$ cat src/rtl/fifo_wr_arbiter_if.sv
// Write-side bundle between the producers, the round-robin arbiter and the
// async FIFO write port.
interface fifo_wr_arbiter_if #(
  parameter int NUM_REQ    = 4,
  parameter int data_width = 8
);
  logic [NUM_REQ-1:0]            req;
  logic [NUM_REQ*data_width-1:0] req_data;
  logic                          full;
  logic [NUM_REQ-1:0]            ack;
  logic                          w_en;
  logic [data_width-1:0]         data_in;
  logic [$clog2(NUM_REQ)-1:0]    grant_id;
  logic                          busy;

  // master: producers plus FIFO flag; slave: the arbiter itself
  modport master (output req, req_data, full,
                  input  ack, w_en, data_in, grant_id, busy);
  modport slave  (input  req, req_data, full,
                  output ack, w_en, data_in, grant_id, busy);
endinterface

$ cat src/rtl/fifo_wr_arbiter.sv
// Round-robin arbiter sharing one FIFO write port among NUM_REQ producers;
// the owner streams up to BURST words, stalling (never writing) on full.
module fifo_wr_arbiter #(
  parameter int NUM_REQ    = 4,
  parameter int data_width = 8,
  parameter int BURST      = 16
) (
  input logic               wclk,
  input logic               w_rst_n,
  fifo_wr_arbiter_if.slave  bus
);
  localparam int IDW = $clog2(NUM_REQ);
  localparam int CW  = $clog2(BURST + 1);

  typedef enum logic {IDLE, GRANT} state_t;

  state_t         state;
  logic [IDW-1:0] owner;
  logic [IDW-1:0] rr_ptr;
  logic [CW-1:0]  cnt;

  logic           xfer;
  logic [IDW-1:0] sel;
  logic [IDW-1:0] owner_inc;

  // Write strobe, ack and data are combinational so a granted word moves at
  // the very edge the FIFO samples it.
  always_comb begin
    // NOTE: every always_comb output gets a default first, so no path leaves
    // a value unassigned and no latch is inferred.
    xfer        = 1'b0;
    bus.w_en    = 1'b0;
    bus.ack     = '0;
    bus.data_in = '0;
    if (state == GRANT) begin
      xfer = bus.req[owner] & ~bus.full;
      if (xfer) begin
        bus.w_en    = 1'b1;
        bus.ack     = NUM_REQ'(1) << owner;
        bus.data_in = bus.req_data[int'(owner)*data_width +: data_width];
      end
    end
  end

  // First requester at or above rr_ptr, wrapping back to 0.
  always_comb begin
    logic found;
    sel   = '0;
    found = 1'b0;
    for (int k = 0; k < NUM_REQ; k++) begin
      if (!found && bus.req[(int'(rr_ptr) + k) % NUM_REQ]) begin
        sel   = IDW'((int'(rr_ptr) + k) % NUM_REQ);
        found = 1'b1;
      end
    end
  end

  assign owner_inc    = (owner == IDW'(NUM_REQ - 1)) ? '0 : owner + 1'b1;
  assign bus.grant_id = owner;
  assign bus.busy     = (state == GRANT);

  always_ff @(posedge wclk or negedge w_rst_n) begin
    // NOTE: sequential state uses non-blocking assignments so every register
    // samples pre-edge values regardless of statement order.
    if (!w_rst_n) begin
      state  <= IDLE;
      owner  <= '0;
      cnt    <= '0;
      rr_ptr <= '0;
    end else begin
      unique case (state)
        IDLE: begin
          if (|bus.req) begin
            owner <= sel;
            cnt   <= '0;
            state <= GRANT;
          end
        end
        GRANT: begin
          // While full the grant is frozen; release is only decided once full drops.
          if (!bus.full) begin
            if ((xfer && cnt == CW'(BURST - 1)) || !bus.req[owner]) begin
              state  <= IDLE;
              rr_ptr <= owner_inc;
            end else if (xfer) begin
              cnt <= cnt + 1'b1;
            end
          end
        end
        default: state <= IDLE;
      endcase
    end
  end
endmodule

$ cat src/flat_wrapper.sv
// flat-port wrapper written by rule: the top's interface ports become plain ports
module fifo_wr_arbiter_flat 
#(
  parameter int NUM_REQ    = 4,
  parameter int data_width = 8,
  parameter int BURST      = 16
)
  (wclk, w_rst_n, bus_req, bus_req_data, bus_full, bus_ack, bus_w_en, bus_data_in, bus_grant_id, bus_busy);
  fifo_wr_arbiter_if #(.NUM_REQ(NUM_REQ), .data_width(data_width)) bus_i ();
  input logic wclk;
  input logic w_rst_n;
  input wire logic [$bits(bus_i.req)-1:0] bus_req;
  input wire logic [$bits(bus_i.req_data)-1:0] bus_req_data;
  input wire logic [$bits(bus_i.full)-1:0] bus_full;
  output wire logic [$bits(bus_i.ack)-1:0] bus_ack;
  output wire logic [$bits(bus_i.w_en)-1:0] bus_w_en;
  output wire logic [$bits(bus_i.data_in)-1:0] bus_data_in;
  output wire logic [$bits(bus_i.grant_id)-1:0] bus_grant_id;
  output wire logic [$bits(bus_i.busy)-1:0] bus_busy;
  assign bus_i.req = bus_req;
  assign bus_i.req_data = bus_req_data;
  assign bus_i.full = bus_full;
  assign bus_ack = bus_i.ack;
  assign bus_w_en = bus_i.w_en;
  assign bus_data_in = bus_i.data_in;
  assign bus_grant_id = bus_i.grant_id;
  assign bus_busy = bus_i.busy;
  fifo_wr_arbiter #(.NUM_REQ(NUM_REQ), .data_width(data_width), .BURST(BURST)) u_core (.wclk(wclk), .w_rst_n(w_rst_n), .bus(bus_i));
endmodule
$ cat config.mk
export PLATFORM = sky130hd
export DESIGN_NAME = fifo_wr_arbiter_flat
export DESIGN_NICKNAME = d
export VERILOG_FILES = /design/src/rtl/fifo_wr_arbiter_if.sv /design/src/rtl/fifo_wr_arbiter.sv /design/src/flat_wrapper.sv
export SDC_FILE = /design/constraint.sdc
export NUM_CORES = 1
export LEC_CHECK = 0
export BUFFER_PORTS_ARGS = -buffer_cell sky130_fd_sc_hd__buf_2
export CORE_MARGIN = 2
export CORE_UTILIZATION = 46
export CTS_CLUSTER_DIAMETER = 30
export CTS_CLUSTER_SIZE = 24
export DETAILED_ROUTE_END_ITERATION = 6
export HOLD_SLACK_MARGIN = 0.05
export PLACE_DENSITY = 0.95
export SYNTH_ARGS = -nofsm -noshare
export SYNTH_HDL_FRONTEND = slang
export SYNTH_SLANG_ARGS = --single-unit
$ cat constraint.sdc
create_clock -name wclk -period 4.3 [get_ports wclk]
set_input_delay 0.645 -clock wclk [delete_from_list [all_inputs] [get_ports wclk]]
set_output_delay 0.645 -clock wclk [all_outputs]
set_load 0.01 [all_outputs]
==> impl_summary.log <==
INFO  metric run_status = completed
INFO  metric synth_top_cell_by_area = sky130_fd_sc_hd__dfrtp_1
INFO  metric internal_power_summed_over_all_cells = 339 uW
INFO  metric max_slew.worst_pin.slew = 1070 ps
INFO  metric worst_clock_skew = 1.24 ps
INFO  metric cts_made_buffers = 3
INFO  metric clock_tree.root_cell = sky130_fd_sc_hd__clkbuf_4
INFO  metric utilization_after_layout = 63.6%
INFO  metric path_clk_slew = 60 ps
INFO  metric cts.path.max_buffers = 2
INFO  metric p_sw_share = 42.2%
INFO  metric worst-endpoint-required = 3650 ps
INFO  metric final_hold_viol_count = 0
INFO  metric cts_hold_buf = 0
INFO  metric sequential_standard_cell_area = 250 um2
INFO  metric setup_violations = 0
INFO  metric via_count_of_the_first_global_routing_pass = 1008
INFO  metric share_seq_of_total_power = 34.7%
INFO  metric post_cts_buffers = 0
INFO  metric antenna_violating_nets_post_route = 0
INFO  metric groute.usage.overall = 24.3%
INFO  metric seq_area_frac_synth = 27.2%
INFO  metric die_area = 0.00238 mm2
INFO  metric worst-setup-path-type = register to output pin
INFO  metric multiInputGateArea = 627 um2
INFO  metric antenna_cells = 0
INFO  metric rsz0062_at_grt = false
INFO  metric power.ir.vdd_worst = 293 uV
INFO  metric post_syn_instances = 87
INFO  metric cellLeakagePower = 0.000678 uW
INFO  metric timing.final.crit_share = 65.4%
INFO  metric grt_max_degree = 19
INFO  metric vias_per_cell = 5.68
INFO  metric avgRoutedWirePerCell = 16.0 um
INFO  metric gate_power_share = 54.9%
INFO  metric netlist_area = 921 um2
INFO  metric initial_core_util = 47.9%
INFO  metric drv_slew = 0
INFO  metric placement_rows = 16
INFO  metric detailed_place_hpwl = 2.15 mm
INFO  metric critical_path.startpoint = u_core.bus.grant_id[0]
INFO  metric placement.cell_area = 0.00120 mm2
INFO  metric tritoncts_clock_tree = yes
INFO  metric synthToLayoutAreaGrowth = 32.7%
INFO  metric mostFrequentLayoutCells = 54 x sky130_fd_sc_hd__buf_2, 14 x sky130_fd_sc_hd__and3_1, 10 x sky130_fd_sc_hd__dfrtp_1
INFO  metric post-synth-top-area-fraction = 27.2%
INFO  metric most_common_cell_after_layout_fill_and_taps_aside = sky130_fd_sc_hd__buf_2
INFO  metric post_synth_main_area_contributors = sky130_fd_sc_hd__dfrtp_1 27%, sky130_fd_sc_hd__mux4_2 22%, sky130_fd_sc_hd__and3_1 9.5%
INFO  metric placed_cells_incl_taps = 162
INFO  metric net-switching-power = 248 uW
INFO  metric vias = 938
INFO  metric layout.nets = 185
INFO  metric final_area = 0.00122 mm2
INFO  metric clk-insertion-delay-late = 250 ps
INFO  metric post_cts_resize_count = 0
INFO  metric headroom_to_the_max_slew_limit = 27.8%
INFO  metric hold_class = input pin to asynchronous set/reset pin
INFO  metric coreArea = 0.00192 mm2
INFO  metric min_period = 2810 ps
INFO  metric distinct_cells_synth = 26
INFO  metric dr.first_iter.drc_count = 15
INFO  metric setup_total_negative_slack = 0 ps
INFO  metric path_max_fanout = 18
INFO  metric critical_path_startpoint_category = register
INFO  metric cp_cell_sequence = mux4_2, and3_1, buf_2
INFO  metric synth.ff_latch_count = 10
INFO  metric final-instance-count-excl-fill = 165
INFO  metric gr-total-overflow = 0
INFO  metric placement.io_buffers = 54
INFO  metric ioPinCount = 55
INFO  metric cp_slowest_cell = sky130_fd_sc_hd__dfrtp_1
INFO  metric fraction_of_final_layout_cells_sized_beyond_drive_strength_1 = 49.3%
INFO  metric die_height = 48.7 um
INFO  metric mappedNetlistNets = 132
INFO  metric gp_routability_congestion = 0.787
INFO  metric clockPowerShare = 10.3%
INFO  metric drc = 0
INFO  metric worst_path_largest_cell_delay = 780 ps
INFO  metric antenna_found_initial = 0
INFO  metric cellPowerDensity = 480 mW/mm2
INFO  metric maxCapViolCount = 0
INFO  metric clock_sink_count = 10
INFO  metric route.final.wire_length = 2.64 mm
INFO  metric fmax = 356 MHz
INFO  metric rr_startpoint = u_core.bus.grant_id[0]
INFO  metric synthesis.yosys.warnings = 0
INFO  metric avgSynthCellArea = 10.6 um2
INFO  metric global_route_wire_length_before_repair = 4.50 mm
INFO  metric crit_end_category = output pin
INFO  metric worst-endpoint-arrival = 2170 ps
INFO  metric dr.pass1.iters = 4
INFO  metric htree_num_levels = 1
INFO  metric die-width = 48.7 um
INFO  metric nFillCells = 146
## metrics by stage
step | hold WS (ps) | setup slack [ps] | power, uW
6_report | 236 | 1490 | 586
4_1_cts | 239 | 1450 | 590
2_1_floorplan | 349 | 2100 | 420
3_3_place_gp | 448 | 1830 | 496
3_5_place_dp | 497 | 1740 | 530
5_1_grt | 251 | 1340 | 636
## sequential cells by signal (all words and copies together) (netlist names)
name	flops
u_core.cnt	5
u_core.bus.busy	1
u_core.bus.grant_id	2
u_core.rr_ptr	2
## path summary, 6_finish.rpt
check / endpoint / slack (ps) / cells after the start
max in group asynchronous: u_core.bus.busy / 3880 / 1
worst min-delay path: u_core.cnt[3] / 240 / 1
worst max-delay path: bus_ack[0] / 1490 / 3
min in group wclk: u_core.cnt[2] / 510 / 1
worst min register to register: u_core.cnt[2] / 510 / 1
worst max register to register: u_core.rr_ptr[1] / 2020 / 3
## power groups by stage
stage	Sequential, uW	Combinational, uW	Clock, uW
after floorplan	164	256	0
after global placement	198	298	0
after detailed placement	208	322	0
after CTS	205	323	62.3
after global routing	217	352	66.5
final	204	322	60.7
## layout make-up
class	instances	area share [%]
inverter	5	1.54
timing repair buffer	54	22.1
sequential	10	20.5
multi-input combinational	66	51.3
clock buffer	3	1.84
tap	27	2.76
## Yosys cell counts, drive strengths merged
library cell / instances
a21boi: 2
a21oi: 2
a31o: 1
and2: 1
and3: 14
and3b: 2
and4: 1
buf: 2
clkbuf: 4
dfrtp: 10
ha: 6
inv: 5
mux2: 2
mux2i: 4
mux4: 9
nand2b: 2
nand3: 1
nand4: 2
nor2: 3
nor2b: 2
nor4: 1
o21a: 2
o21ai: 6
o41ai: 2
or2: 1
## routing by layer
| metal | track usage, % | vias to the layer above | share of wire (%) |
|---|---|---|---|
| met5 | 0 | - | 0 |
| met2 | 45.0 | 43 | 56 |
| met4 | 11.0 | 0 | 2.7 |
| li1 | - | 436 | - |
| met3 | 3.40 | 8 | 5.0 |
| met1 | 27.5 | 451 | 37 |
## cell families (layout without fill, tap and decap cells)
| logic type | Yosys count | after routing | synth area share, % |
|---|---|---|---|
| mux | 15 | 15 | 28.8 |
| compound gates | 15 | 15 | 10.9 |
| fa+ha+maj | 6 | 6 | 8.15 |
| flops | 10 | 10 | 27.2 |
| simple gates | 30 | 30 | 20.2 |
| buf+inv | 11 | 62 | 4.76 |
## worst max-delay path: cells and delay by family, from the launching register on
kind	cells	cell delay, ps
flops	1	780
simple gates	1	240
mux	1	760
buf+inv	1	130
No activity file was read; power rests on OpenSTA's default activity.
